**src/rtl/cpu_pkg.sv**
```systemverilog
// Shared types for the accumulator CPU: opcodes, FSM states and datapath selects.
package cpu_pkg;

  localparam int OPCODE_W = 5;

  typedef enum logic [OPCODE_W-1:0] {
    OP_HLT  = 5'b00000,
    OP_STO  = 5'b00001,
    OP_LD   = 5'b00010,
    OP_LDI  = 5'b00011,
    OP_ADD  = 5'b00100,
    OP_ADDI = 5'b00101,
    OP_SUB  = 5'b00110,
    OP_SUBI = 5'b00111,
    OP_BEQ  = 5'b01000,
    OP_BNE  = 5'b01001,
    OP_BGT  = 5'b01010,
    OP_BGE  = 5'b01011,
    OP_BLT  = 5'b01100,
    OP_BLE  = 5'b01101,
    OP_JMP  = 5'b01110
  } opcode_t;

  typedef enum logic [1:0] {
    FETCH  = 2'b00,
    DECODE = 2'b01,
    EXEC   = 2'b10,
    HALT   = 2'b11
  } state_t;

  typedef enum logic [1:0] {
    ACC_MEM = 2'b00,
    ACC_IMM = 2'b01,
    ACC_ALU = 2'b10
  } acc_src_t;

  localparam logic ALU_ADD = 1'b0;
  localparam logic ALU_SUB = 1'b1;

endpackage

```
**src/rtl/control_unit_if.sv**
```systemverilog
// Control bundle between the control unit (master) and the datapath (slave).
interface control_unit_if #(
  parameter int OPCODE_WIDTH = 5
);
  logic [OPCODE_WIDTH-1:0] opcode_in;
  logic                    flag_Z;
  logic                    flag_N;
  logic                    ir_wr;
  logic                    pc_wr;
  logic                    pc_src;
  logic                    acc_wr;
  logic [1:0]              acc_src;
  logic                    alu_op;
  logic                    alu_src;
  logic                    data_mem_wr;
  logic                    status_wr;
  logic                    halted;

  modport master (
    input  opcode_in, flag_Z, flag_N,
    output ir_wr, pc_wr, pc_src, acc_wr, acc_src, alu_op, alu_src,
           data_mem_wr, status_wr, halted
  );

  modport slave (
    output opcode_in, flag_Z, flag_N,
    input  ir_wr, pc_wr, pc_src, acc_wr, acc_src, alu_op, alu_src,
           data_mem_wr, status_wr, halted
  );
endinterface

```
**src/rtl/control_unit_branch_condition.sv**
```systemverilog
// Branch resolution from opcode and status flags; JMP is always taken,
// non-branch opcodes never are.
module branch_condition
  import cpu_pkg::*;
(
  input  opcode_t opcode,
  input  logic    flag_Z,
  input  logic    flag_N,
  output logic    taken
);

  always_comb begin
    unique case (opcode)
      OP_BEQ:  taken = flag_Z;
      OP_BNE:  taken = !flag_Z;
      OP_BGT:  taken = !flag_Z && !flag_N;
      OP_BGE:  taken = !flag_N;
      OP_BLT:  taken = flag_N;
      OP_BLE:  taken = flag_N || flag_Z;
      OP_JMP:  taken = 1'b1;
      default: taken = 1'b0;
    endcase
  end

endmodule

```
**src/rtl/control_unit.sv**
```systemverilog
// Multi-cycle FETCH/DECODE/EXEC sequencer for the accumulator CPU; outputs are
// decoded combinationally from the registered state, opcode and flags.
module control_unit
  import cpu_pkg::*;
#(
  parameter int OPCODE_WIDTH = 5
) (
  input  logic           clock,
  input  logic           control_reset,
  control_unit_if.master bus
);

  state_t                  state_q, state_d;
  logic [OPCODE_WIDTH-1:0] opcode_raw;
  opcode_t                 opcode;
  logic                    taken;

  assign opcode_raw = bus.opcode_in;
  assign opcode     = opcode_t'(opcode_raw);

  branch_condition u_branch_condition (
    .opcode (opcode),
    .flag_Z (bus.flag_Z),
    .flag_N (bus.flag_N),
    .taken  (taken)
  );

  always_comb begin
    unique case (state_q)
      FETCH:   state_d = DECODE;
      DECODE:  state_d = EXEC;
      EXEC:    state_d = (opcode == OP_HLT) ? HALT : FETCH;
      default: state_d = HALT;
    endcase
  end

  // NOTE: sequential state uses non-blocking assignment so every flop samples
  // pre-edge values; the reset here is synchronous by design.
  always_ff @(posedge clock) begin
    if (control_reset) state_q <= FETCH;
    else               state_q <= state_d;
  end

  always_comb begin
    // NOTE: every output gets a default before the case so no path leaves one
    // unassigned, which would otherwise infer a latch.
    bus.ir_wr       = 1'b0;
    bus.pc_wr       = 1'b0;
    bus.pc_src      = 1'b0;
    bus.acc_wr      = 1'b0;
    bus.acc_src     = ACC_MEM;
    bus.alu_op      = ALU_ADD;
    bus.alu_src     = 1'b0;
    bus.data_mem_wr = 1'b0;
    bus.status_wr   = 1'b0;
    bus.halted      = 1'b0;

    // Reset suppresses any in-flight write in the cycle it is applied.
    if (!control_reset) begin
      unique case (state_q)
        FETCH: bus.ir_wr = 1'b1;
        DECODE: ;
        EXEC: begin
          if (opcode != OP_HLT) begin
            bus.pc_wr  = 1'b1;
            bus.pc_src = taken;
          end
          unique case (opcode)
            OP_STO: bus.data_mem_wr = 1'b1;
            OP_LD: begin
              bus.acc_wr  = 1'b1;
              bus.acc_src = ACC_MEM;
            end
            OP_LDI: begin
              bus.acc_wr  = 1'b1;
              bus.acc_src = ACC_IMM;
            end
            OP_ADD, OP_ADDI, OP_SUB, OP_SUBI: begin
              bus.acc_wr    = 1'b1;
              bus.acc_src   = ACC_ALU;
              bus.status_wr = 1'b1;
              bus.alu_op    = (opcode == OP_SUB || opcode == OP_SUBI) ? ALU_SUB : ALU_ADD;
              bus.alu_src   = (opcode == OP_ADDI || opcode == OP_SUBI);
            end
            default: ;
          endcase
        end
        default: bus.halted = 1'b1;
      endcase
    end
  end

endmodule

```
**src/flat_wrapper.sv**
```systemverilog
// flat-port wrapper written by rule: the top's interface ports become plain ports
module control_unit_flat import cpu_pkg::*;
#(
  parameter int OPCODE_WIDTH = 5
)
  (clock, control_reset, bus_opcode_in, bus_flag_Z, bus_flag_N, bus_ir_wr, bus_pc_wr, bus_pc_src, bus_acc_wr, bus_acc_src, bus_alu_op, bus_alu_src, bus_data_mem_wr, bus_status_wr, bus_halted);
  control_unit_if #(.OPCODE_WIDTH(OPCODE_WIDTH)) bus_i ();
  input  logic clock;
  input  logic control_reset;
  input wire logic [$bits(bus_i.opcode_in)-1:0] bus_opcode_in;
  input wire logic [$bits(bus_i.flag_Z)-1:0] bus_flag_Z;
  input wire logic [$bits(bus_i.flag_N)-1:0] bus_flag_N;
  output wire logic [$bits(bus_i.ir_wr)-1:0] bus_ir_wr;
  output wire logic [$bits(bus_i.pc_wr)-1:0] bus_pc_wr;
  output wire logic [$bits(bus_i.pc_src)-1:0] bus_pc_src;
  output wire logic [$bits(bus_i.acc_wr)-1:0] bus_acc_wr;
  output wire logic [$bits(bus_i.acc_src)-1:0] bus_acc_src;
  output wire logic [$bits(bus_i.alu_op)-1:0] bus_alu_op;
  output wire logic [$bits(bus_i.alu_src)-1:0] bus_alu_src;
  output wire logic [$bits(bus_i.data_mem_wr)-1:0] bus_data_mem_wr;
  output wire logic [$bits(bus_i.status_wr)-1:0] bus_status_wr;
  output wire logic [$bits(bus_i.halted)-1:0] bus_halted;
  assign bus_i.opcode_in = bus_opcode_in;
  assign bus_i.flag_Z = bus_flag_Z;
  assign bus_i.flag_N = bus_flag_N;
  assign bus_ir_wr = bus_i.ir_wr;
  assign bus_pc_wr = bus_i.pc_wr;
  assign bus_pc_src = bus_i.pc_src;
  assign bus_acc_wr = bus_i.acc_wr;
  assign bus_acc_src = bus_i.acc_src;
  assign bus_alu_op = bus_i.alu_op;
  assign bus_alu_src = bus_i.alu_src;
  assign bus_data_mem_wr = bus_i.data_mem_wr;
  assign bus_status_wr = bus_i.status_wr;
  assign bus_halted = bus_i.halted;
  control_unit #(.OPCODE_WIDTH(OPCODE_WIDTH)) u_core (.clock(clock), .control_reset(control_reset), .bus(bus_i));
endmodule
```
**config.mk**
```make
export PLATFORM = sky130hd
export DESIGN_NAME = control_unit_flat
export DESIGN_NICKNAME = d
export VERILOG_FILES = /design/src/rtl/cpu_pkg.sv /design/src/rtl/control_unit_if.sv /design/src/rtl/control_unit_branch_condition.sv /design/src/rtl/control_unit.sv /design/src/flat_wrapper.sv
export SDC_FILE = /design/constraint.sdc
export NUM_CORES = 1
export LEC_CHECK = 0
export CAP_MARGIN = 20
export CORE_AREA = 2 2 39 41
export DETAILED_ROUTE_END_ITERATION = 8
export DIE_AREA = 0 0 41 43
export PLACE_DENSITY = 0.58
export REMOVE_ABC_BUFFERS = 1
export SYNTH_ARGS = -nofsm -noshare
export SYNTH_HDL_FRONTEND = slang
export SYNTH_HIERARCHICAL = 1
export SYNTH_SLANG_ARGS = --single-unit
```
**constraint.sdc**
```tcl
create_clock -name clock -period 1.1 [get_ports clock]
set_clock_uncertainty 0.15 [all_clocks]
set_input_delay 0.11 -clock clock [delete_from_list [all_inputs] [get_ports clock]]
set_output_delay 0.11 -clock clock [all_outputs]
set_load 0.1 [all_outputs]
```
* Yosys cells after proc, flatten, opt, wreduce, memory -nomap -nowiden
Cells that the tools add are included.
Operators by class: mux-type cells 32, equal/unequal tests 16, reductions and logical operators 12
Operators with widths (number):
- $eq 5x4->1 const B | 7
- $mux 1 | 26
- $eq 5x3->1 const B | 4
- $eq 5x2->1 const B | 2
- $pmux 1 s7 | 1
- $mux 2 | 3
- $pmux 2 s3 | 1
- $reduce_or 6->1 | 1
- $eq 5x1->1 const B | 1
- $logic_not 5->1 | 1
- $reduce_bool 5->1 | 1
- $pmux 2 s2 | 1
- $reduce_or 4->1 | 1
- $logic_or 1x1->1 | 3
- $reduce_or 3->1 | 1
- $eq 2x1->1 const B | 1
- $eq 2x2->1 const B | 1
- $logic_not 1->1 | 2
- $logic_not 2->1 | 1
- $logic_and 1x1->1 | 1
Storage, ports and cells: register bits after elaboration 2, word-level logic and storage cells 61

* Logic depth before layout (Yosys ltp)
Gate-level depths: netlist of run 1.
word-level depth 6, gate-level depth with buffers 4

* Modules after synthesis
Netlist of run 1, hierarchy kept.
Modules (own cells, without submodules):
- control_unit | area an instance 195.2 µm², cells each 23, instances 1
- branch_condition | area an instance 65.1 µm², cells each 10, instances 1

* Worst setup path before layout of run 1
Ideal clock, no wire load.
path kind register to register, start point reg u_core.state_q[0], end point reg u_core.state_q[0], clock period less this slack 2974 ps, buffers on the path 0, path slack -1874 ps, required time 881 ps, library setup time 69 ps, stages on the path, launching flop included 3, arrival time 2756 ps, cell sequence dfxtp_1 nor3_1 or3b_2
Between the ends: word-level cells in the longest chain between the ends 2, elaborated cells between the ends (all ways) 4, those cells by class eq/ne (2); mux (1); reduce/logical (1)
Ends and longest elaborated chain:
- start, declared | line control_unit.sv:13 | state_t state_q, state_d;
- start signal, assigned | line control_unit.sv:41 | else state_q <= state_d;
- $eq 2x2->1 (tied with other cells) | line control_unit.sv:29 | unique case (state_q)
- $pmux 2 s3 * | line control_unit.sv:29
Every way passes the cells marked *; elsewhere a longest branch is shown, timed or not. A chain may end at the register's enable or synchronous reset.

* Worst setup path in the final report of run 1
start point reg u_core.state_q[1], end point out bus_acc_src[0]
Between the ends: word-level cells in the longest chain between the ends 3
Ends and longest elaborated chain:
- $eq 2x2->1 | line control_unit.sv:60 | unique case (state_q)
- $mux 2 | line control_unit.sv:60
- $mux 2 | line control_unit.sv:59 | if (!control_reset) begin
- end, declared | line flat_wrapper.sv:17 | output wire logic [$bits(bus_i.acc_src)-1:0] bus_acc_src;
Every way passes these cells.

==> results of run 1 <==
-- cell type report --
cell class | instances | area [sq um] | share of cell area
inverters | 2 | 7.507 | 0.009820
flip-flops and latches | 2 | 42.54 | 0.05565
well taps | 16 | 20.02 | 0.02619
clock buffers | 3 | 22.52 | 0.02946
multi-input cells | 29 | 266.5 | 0.3486
repair buffers | 34 | 405.4 | 0.5303
-- kinds of logic after synthesis --
group,Yosys count,synth area share
compound gates,6,0.1635
xor+xnor,1,0.03366
buf+inv,2,0.02886
flops,2,0.1539
simple gates,22,0.6202
-- power groups by stage --
stage	Sequential (mW)	Combinational [mW]	Clock [mW]
after floorplan	0.0883	0.0984	0
after global placement	0.0861	0.224	0
after detailed placement	0.0866	0.227	0
after CTS	0.0896	0.238	0.174
after global routing	0.0912	0.281	0.178
final	0.0904	0.266	0.166
-- routing by layer --
metal  GRT usage  vias to the layer above
met5           0                        -
met4      0.1000                        0
met3     0.02618                        2
met2      0.1750                       12
met1      0.1338                      167
li1            -                      195
-- metrics by stage --
step | setup slack, ps | util | std cells
2_1_floorplan | -1874 | - | 33
5_1_grt | -693.5 | 0.5524 | 86
6_report | -621.5 | 0.5524 | 86
3_3_place_gp | -779.2 | 0.4792 | 79
3_5_place_dp | -790.7 | 0.4792 | 79
4_1_cts | -637.5 | 0.5181 | 82
-- repair_timing --
item / CTS / global route
endpoints found under the setup margin: 13 / 12
resized for setup: 22 / 16
pin swaps: 5 / 5
setup buffers: 1 / 4
-- worst min-delay path by stage --
| stage | endpoint | cells past startpoint |
|---|---|---|
| 3_5_place_dp | u_core/state_q[1]$_SDFF_PP0_ | 3 |
| 2_1_floorplan | u_core/state_q[1]$_SDFF_PP0_ | 1 |
| 5_1_grt | u_core/state_q[1]$_SDFF_PP0_ | 4 |
| 4_1_cts | u_core/state_q[1]$_SDFF_PP0_ | 3 |
| 6_report | u_core/state_q[1]$_SDFF_PP0_ | 4 |
| 3_3_place_gp | u_core/state_q[1]$_SDFF_PP0_ | 3 |
-- cells in the final DEF (no fill, tap or decap) --
cell             Yosys  layout
a211o_1              1       1
and3_2               4       2
or3b_4               0       1
o21ai_0              1       1
and3_4               0       2
and2_2               3       2
clkbuf_4             0       3
o21a_1               1       1
nand3b_1             1       1
xor2_1               1       1
o2111ai_1            1       1
nand2_1              3       2
and4b_1              1       1
nand2_4              0       1
nor3_4               0       1
buf_6                0       4
nor3_1               2       1
dlygate4sd2_1        0       2
clkbuf_2             0       3
dfxtp_2              0       2
buf_2                0       1
o21bai_1             1       1
nor4_2               0       1
nor2_4               0       1
inv_1                2       2
nand2b_1             2       2
nor3b_4              1       2
clkdlybuf4s15_1      0       2
buf_12               0      11
a21oi_2              0       1
nor3b_1              1       1
buf_4                0      11
and2_4               0       1
-- worst max-delay path, cell delays in order, from the launching register on --
cell and delay (ps):
dfxtp_2 320, nor3b_4 180, nor3b_4 270, and4b_1 280, buf_12 180
==> run summary, run 1 <==
Routability Congestion: 0.6213
First-pass DRT Iterations: 2
number of distinct standard cells referenced by the synthesized netlist: 22
DRC Markers: 0
registers with the highest flip-flop counts: u_core/state_q (2)
Synth area leader: dfxtp_1
Internal: 332.7 uW
aggregate negative setup slack: -5586 ps
Critical Path End Type: output port
Req. time, crit path: 840 ps
Routed met2 length: 489 um
count of fill cells added during filler insertion: 131
I/O pin total: 20
placed standard-cell area: 663.1 sq um
total routing usage reported by global routing: 0.1181
hold path start: bus_opcode_in[0]
flip-flop cell with the highest count after synthesis: dfxtp_1
post-synthesis sequential element count: 2
startpoint of the worst-slack reg-to-reg timing path: u_core/state_q[1]$_SDFF_PP0_
# H-tree levels: 1
CP max FO: 6
wire length of the first global-routing pass: 1.407 mm
P&R area growth vs syn: 193.7%
Total Power Consumption: 522.3 uW
nature of the critical path startpoint: register
nets@finish: 81
endpoint of the worst setup timing path: bus_acc_src[0]
Worst Setup Slack, final: -621.5 ps
wire length per cell after detailed routing: 10.28 um
Starting Density: 0.1881
clock slew seen by the registers of the worst setup and hold paths: 30 ps
post-synth top area share: 0.1538
netlist area before placement: 260.3 sq um
max-slew violation count: 0
Die Height: 43 um
switching portion of total power: 0.3631
post-route cell area: 764.5 sq um
most instantiated library cell after synthesis: and3_2
Peak supply drop: 0.5729 mV
Final Hold Viols: 0
normalized max-slew margin: 0.8507
maximum root-to-sink buffer count: 2
Horiz. Die Dim: 41 um
arrival time at the worst endpoint: 1460 ps
length in cells of the worst reg-to-reg path: 6
worst slew pin tran: 223.7 ps
DR top layer: met4
Metal-1 WL: 328 um
switching pwr: 189.7 uW
maximum number of pins on one net before global-route repair: 8
number of enable-type register cells in the synthesized netlist: 0
combinational group share of total power: 0.509
Post-Route WL: 884 um
clock latency on the worst-skew pair: 230 ps
violation count after the first detailed-route iteration: 1
Routed Antenna Nets: 0
Fin Hold WS: 145.0 ps
Commonest cells post-synth: 4 x and3_2, 3 x and2_2, 3 x nand2_1
class of the most critical setup path: reg -> out
TritonCTS buffer count: 3
violated checks: negative setup slack
DR WL met3: 48 um
static leakage power: 0.3452 nW
number of failing setup endpoints in the final timing report: 13
worst setup path startpoint: u_core/state_q[1]$_SDFF_PP0_
part of the total power dissipated in the clock network: 0.317
proportion of synthesized flip-flops having asynchronous set or reset: 0
instance count of the mapped netlist: 33
max capacitance violation total: 0
DR vias/cell: 4.372
Die Area: 1763 sq um
layout cell share with drive strength beyond 1: 0.7143
TritonCTS clock tree: done
Largest register FFs: 2
area of the core: 1384 sq um
Period Utilization, post-route: 1.565
RSZ-0062 raised after global routing: yes
PD cells: 683.3 nW/um^2
reg-to-reg setup timing slack: -310 ps
cell types with the largest area share after synthesis: dfxtp_1 15%, and3_2 12%, and2_2 8.7%
number of hold buffers added after cts: 0
register area share after synthesis: 0.1538
final worst path period need: 1722 ps
run status: finished with violations
via count of the first global-routing pass: 346
clock sink total: 2
library cell used as clock root buffer: clkbuf_4
via count: 376
register with the highest flop count: u_core/state_q
Warnings, synthesis: 6
IO buf count: 19
Avg Inst Size Synth: 7.886 sq um
antenna violations before repair: 0
worst hold-check path type: in -> reg
overflow left after global routing: 0
post-DP HPWL: 648.2 um
Peak Freq: 580.9 MHz
Sequential Power Share: 0.173
Inserted Diodes: 0
num rows: 14
r2r endpoint: u_core/state_q[0]$_SDFF_PP0_
Note: power is estimated with default switching activity, not from simulation.
==> run 2, diff against run 1 <==
Settings changed: CTS_BUF_LIST from default to sky130_fd_sc_hd__clkbuf_8.
==> run summary, run 2 (synthesis results as in run 1) <==
run status: finished with violations
violated checks: negative setup slack
class of the most critical setup path: reg -> out
normalized max-slew margin: 0.8489
worst hold stages: 4
First-pass DRT Iterations: 3
post-DP HPWL: 648.2 um
Die Area: 1763 sq um
Peak supply drop: 0.7555 mV
CP max FO: 6
Peak Freq: 587.5 MHz
maximum number of pins on one net before global-route repair: 8
Final Hold Viols: 0
count of fill cells added during filler insertion: 127
num rows: 14
DRC Markers: 0
RSZ-0062 raised after global routing: yes
static leakage power: 0.3476 nW
library cell used as clock root buffer: clkbuf_8
Req. time, crit path: 840 ps
r2r endpoint: u_core/state_q[0]$_SDFF_PP0_
Sequential Power Share: 0.141
Starting Density: 0.1881
aggregate negative setup slack: -5170 ps
part of the total power dissipated in the clock network: 0.452
switching portion of total power: 0.3142
wire length of the first global-routing pass: 1.407 mm
area of the core: 1384 sq um
DR vias/cell: 4.376
nature of the critical path startpoint: register
layout cell share with drive strength beyond 1: 0.7101
TritonCTS clock tree: done
max-slew violation count: 0
most frequent cells in the layout: 11 x buf_12, 11 x buf_4, 3 x clkbuf_8, 3 x clkbuf_2, 3 x buf_6
via count: 372
clock slew seen by the registers of the worst setup and hold paths: 30 ps
placed standard-cell area: 663.1 sq um
arrival time at the worst endpoint: 1440 ps
overflow left after global routing: 0
worst slew pin tran: 226.4 ps
PD cells: 826.4 nW/um^2
Die Height: 43 um
multi-input logic area: 266.5 sq um
clock sink total: 2
number of failing setup endpoints in the final timing report: 12
Inserted Diodes: 0
Worst Setup Slack, final: -602.0 ps
reg-to-reg setup timing slack: -230 ps
nets@finish: 80
Routed Antenna Nets: 0
violation count after the first detailed-route iteration: 2
Horiz. Die Dim: 41 um
register with the highest flop count: u_core/state_q
Period Utilization, post-route: 1.547
FF/Latch Area: 42.54 sq um
wire length per cell after detailed routing: 10.46 um
Largest register FFs: 2
final worst path period need: 1702 ps
registers with the highest flip-flop counts: u_core/state_q (2)
antenna violations before repair: 0
post-route cell area: 774.5 sq um
Worst Hold Path EP: u_core/state_q[1]$_SDFF_PP0_
Post-Route WL: 889 um
clock latency on the worst-skew pair: 210 ps
total routing usage reported by global routing: 0.1181
switching pwr: 201.1 uW
TritonCTS buffer count: 3
Routability Congestion: 0.6213
IO buf count: 19
worst hold-check path type: in -> reg
via count of the first global-routing pass: 346
Internal: 438.9 uW
number of hold buffers added after cts: 0
P&R area growth vs syn: 197.6%
I/O pin total: 20
Critical Path End Type: output port
length in cells of the worst reg-to-reg path: 5
startpoint of the worst-slack reg-to-reg timing path: u_core/state_q[1]$_SDFF_PP0_
combinational group share of total power: 0.406
max capacitance violation total: 0
hold path start: bus_opcode_in[0]
# H-tree levels: 1
maximum root-to-sink buffer count: 2
-- run 2: cell types whose count changed in the layout (fill, tap and decap cells not counted) --
cell / delta
buf_6: -1
clkbuf_8: +3
buf_2: -1
clkbuf_4: -2
-- run 2: power by group through the flow --
stage          Combinational [mW]  Sequential, mW  Clock, mW
6_report                    0.260          0.0904      0.289
5_1_grt                     0.275          0.0915      0.301
4_1_cts                     0.238          0.0897      0.297
3_5_place_dp                0.227          0.0866          0
3_3_place_gp                0.224          0.0861          0
2_1_floorplan              0.0984          0.0883          0
-- run 2: routing by layer --
metal  wire length (um)  vias up  track usage  share of wire
li1                   -      193            -              -
met1                325      165       0.1338           0.37
met2                501       12       0.1750           0.56
met3                 45        2      0.02618          0.051
met4                 17        0       0.1000          0.019
met5                  0        -            0              0
-- run 2: layout make-up --
cell class                 count  share of cell area
inverter                       2            0.009693
tap                           16             0.02585
sequential                     2             0.05493
timing repair buffer          33              0.5121
multi-input combinational     29              0.3441
clock buffer                   3             0.05331
-- run 2: worst max-delay path by stage --
stage                                  from                           end  slack, ps
2_1_floorplan  u_core/state_q[0]$_SDFF_PP0_  u_core/state_q[0]$_SDFF_PP0_      -1870
6_report       u_core/state_q[0]$_SDFF_PP0_                bus_acc_src[0]       -600
5_1_grt        u_core/state_q[1]$_SDFF_PP0_                bus_acc_src[0]       -670
3_3_place_gp               bus_opcode_in[1]                    bus_pc_src       -780
4_1_cts        u_core/state_q[1]$_SDFF_PP0_                bus_acc_src[0]       -620
3_5_place_dp               bus_opcode_in[1]                    bus_pc_src       -790
-- run 2: critical path, cell delays in order (launching register included) --
cell and delay, ps:
dfxtp_2 320, nor3b_4 170, nor3b_4 270, and4b_1 280, buf_12 180
-- run 2: per-stage QoR --
stage	cells	utilization	setup slack (ps)	total power [mW]	hold slack, ps
floorplan	33	-	-1874	0.1867	60.35
global placement	79	0.4792	-779.2	0.3103	445.0
detailed placement	79	0.4792	-790.7	0.3134	469.8
CTS	82	0.5316	-615.2	0.6251	298.5
global route	85	0.5597	-674.0	0.6677	191.5
finish	85	0.5597	-602.0	0.6400	162.9
-- run 2: what timing repair did --
item                       CTS  global route
hold endpoints to repair     0             0
buffers inserted             1             3
pin swaps                    6             7
resized for setup           22            16
setup endpoints to repair   13            12
==> run 3, diff against run 2 <==
Settings changed: PLACE_DENSITY 0.58 to 0.53, TNS_END_PERCENT from default to 100.
==> run summary, run 3 (synthesis results as in run 1) <==
post-route cell area: 775.7 sq um
DR vias/cell: 4.349
hold path start: bus_opcode_in[0]
met1 demand-to-capacity share in global routing: 0.1576
clock latency on the worst-skew pair: 210 ps
Final Hold Viols: 0
max-slew violation count: 0
Worst Hold Path EP: u_core/state_q[1]$_SDFF_PP0_
violated checks: negative setup slack
static leakage power: 0.3457 nW
TritonCTS clock tree: done
length in cells of the worst reg-to-reg path: 6
startpoint of the worst-slack reg-to-reg timing path: u_core/state_q[0]$_SDFF_PP0_
Largest register FFs: 2
Starting Density: 0.1881
count of fill cells added during filler insertion: 122
Peak Freq: 588.0 MHz
Horiz. Die Dim: 41 um
antenna violations before repair: 0
register with the highest flop count: u_core/state_q
Crit path top cell by count: nor3b_4
registers with the highest flip-flop counts: u_core/state_q (2)
met2 capacity usage during global routing: 0.1750
Die Height: 43 um
arrival time at the worst endpoint: 1440 ps
worst setup timing slack at the placement stage: -797.2 ps
Routed Antenna Nets: 0
RSZ-0062 raised after global routing: yes
clock sink total: 2
nets@finish: 81
I/O pin total: 20
violation count after the first detailed-route iteration: 2
TritonCTS buffer count: 3
via count: 374
Post-Route WL: 846 um
Period Utilization, post-route: 1.546
most frequent cells in the layout: 11 x buf_12, 11 x buf_4, 5 x dlygate4sd2_1
# H-tree levels: 1
cells along the critical path: nor3b_4 -> nor3b_4 -> and4b_1 -> buf_12
CP max FO: 6
overflow left after global routing: 0
P&R area growth vs syn: 198.1%
Die Area: 1763 sq um
via count of the first global-routing pass: 390
worst slew pin tran: 219.6 ps
layer with the highest usage after global routing: met2
num rows: 14
Routability Congestion: 0.6125
Peak supply drop: 0.9110 mV
crit-path max cell delay: 320 ps
post-DP HPWL: 675.1 um
Critical Path End Type: output port
maximum root-to-sink buffer count: 2
number of failing setup endpoints in the final timing report: 12
reg-to-reg setup timing slack: -290 ps
Req. time, crit path: 840 ps
PD cells: 833.1 nW/um^2
run status: finished with violations
worst hold stages: 5
Worst Setup Slack, final: -600.8 ps
placed standard-cell area: 678.2 sq um
DRC Markers: 0
IO buf count: 19
Inserted Diodes: 0
class of the most critical setup path: reg -> out
area of the core: 1384 sq um
total routing usage reported by global routing: 0.1205
normalized max-slew margin: 0.8534
maximum number of pins on one net before global-route repair: 8
First-pass DRT Iterations: 2
wire length per cell after detailed routing: 9.837 um
r2r endpoint: u_core/state_q[0]$_SDFF_PP0_
Max stage delay cell, worst path: dfxtp_2
nature of the critical path startpoint: register
number of hold buffers added after cts: 0
wire length of the first global-routing pass: 1.469 mm
layout cell share with drive strength beyond 1: 0.6714
library cell used as clock root buffer: clkbuf_8
max capacitance violation total: 0
Fin Hold WS: 216.3 ps
aggregate negative setup slack: -5522 ps
final worst path period need: 1701 ps
met3 layer usage reported by global route: 0.03141
worst hold-check path type: in -> reg
clock slew seen by the registers of the worst setup and hold paths: 30 ps
-- run 3: cell types whose count changed in the layout (fill, tap and decap cells not counted) --
| cell | change |
|---|---|
| nand2_4 | -1 |
| clkbuf_4 | -1 |
| nand2_2 | +1 |
| a21oi_1 | +1 |
| dlygate4sd2_1 | +3 |
| buf_6 | +1 |
| nor2_4 | -1 |
| a21oi_2 | -1 |
| nor2_2 | +1 |
| clkbuf_2 | -2 |
| buf_2 | +1 |
| clkdlybuf4s15_1 | -1 |
-- run 3: through the flow --
| stage | util | instances | power [mW] |
|---|---|---|---|
| final | 0.5606 | 86 | 0.6463 |
| after global placement | 0.4901 | 81 | 0.3160 |
| after floorplan | - | 33 | 0.1867 |
| after detailed placement | 0.4901 | 81 | 0.3176 |
| after CTS | 0.5515 | 86 | 0.6488 |
| after global routing | 0.5606 | 86 | 0.6737 |
-- run 3: area by class of cell --
type / instances / area, sq um / share of cell area
flip-flops and latches: 2 / 42.54 / 0.05484
clock buffers: 3 / 41.29 / 0.05323
inverters: 2 / 7.507 / 0.009677
well taps: 16 / 20.02 / 0.02581
multi-input cells: 29 / 252.7 / 0.3258
repair buffers: 34 / 411.6 / 0.5306
-- run 3: worst max-delay path by stage --
stage	from	to	slack (ps)	depth (start not counted)
6_report	u_core/state_q[1]$_SDFF_PP0_	bus_acc_src[0]	-600	4
5_1_grt	u_core/state_q[1]$_SDFF_PP0_	bus_acc_src[0]	-740	4
4_1_cts	u_core/state_q[0]$_SDFF_PP0_	bus_acc_src[0]	-620	4
3_5_place_dp	bus_opcode_in[1]	bus_pc_src	-800	6
3_3_place_gp	bus_opcode_in[1]	bus_pc_src	-780	6
2_1_floorplan	u_core/state_q[0]$_SDFF_PP0_	u_core/state_q[0]$_SDFF_PP0_	-1870	2
-- run 3: what timing repair did --
item	4_1_cts	5_1_grt
gates resized for setup	25	5
pin swaps	7	4
setup endpoints to repair	13	12
setup buffers	3	0
-- run 3: layer usage --
metal | wire length [um] | vias up
met2 | 448 | 10
met5 | 0 | -
met1 | 363 | 167
met3 | 34 | 0
li1 | - | 197
met4 | 0 | 0
-- run 3: power breakdown --
| group | internal [mW] | switching [mW] | total [mW] | leakage, nW |
|---|---|---|---|---|
| clock | 0.231 | 0.0575 | 0.289 | 0.0216 |
| sequential | 0.0830 | 0.00771 | 0.0907 | 0.0172 |
| combinational | 0.135 | 0.132 | 0.267 | 0.307 |
-- run 3: critical path, delay by kind of cell, from the launching register on --
family | cells | cell delay [ps]
buf+inv | 1 | 180
flops | 1 | 320
simple gates | 3 | 730
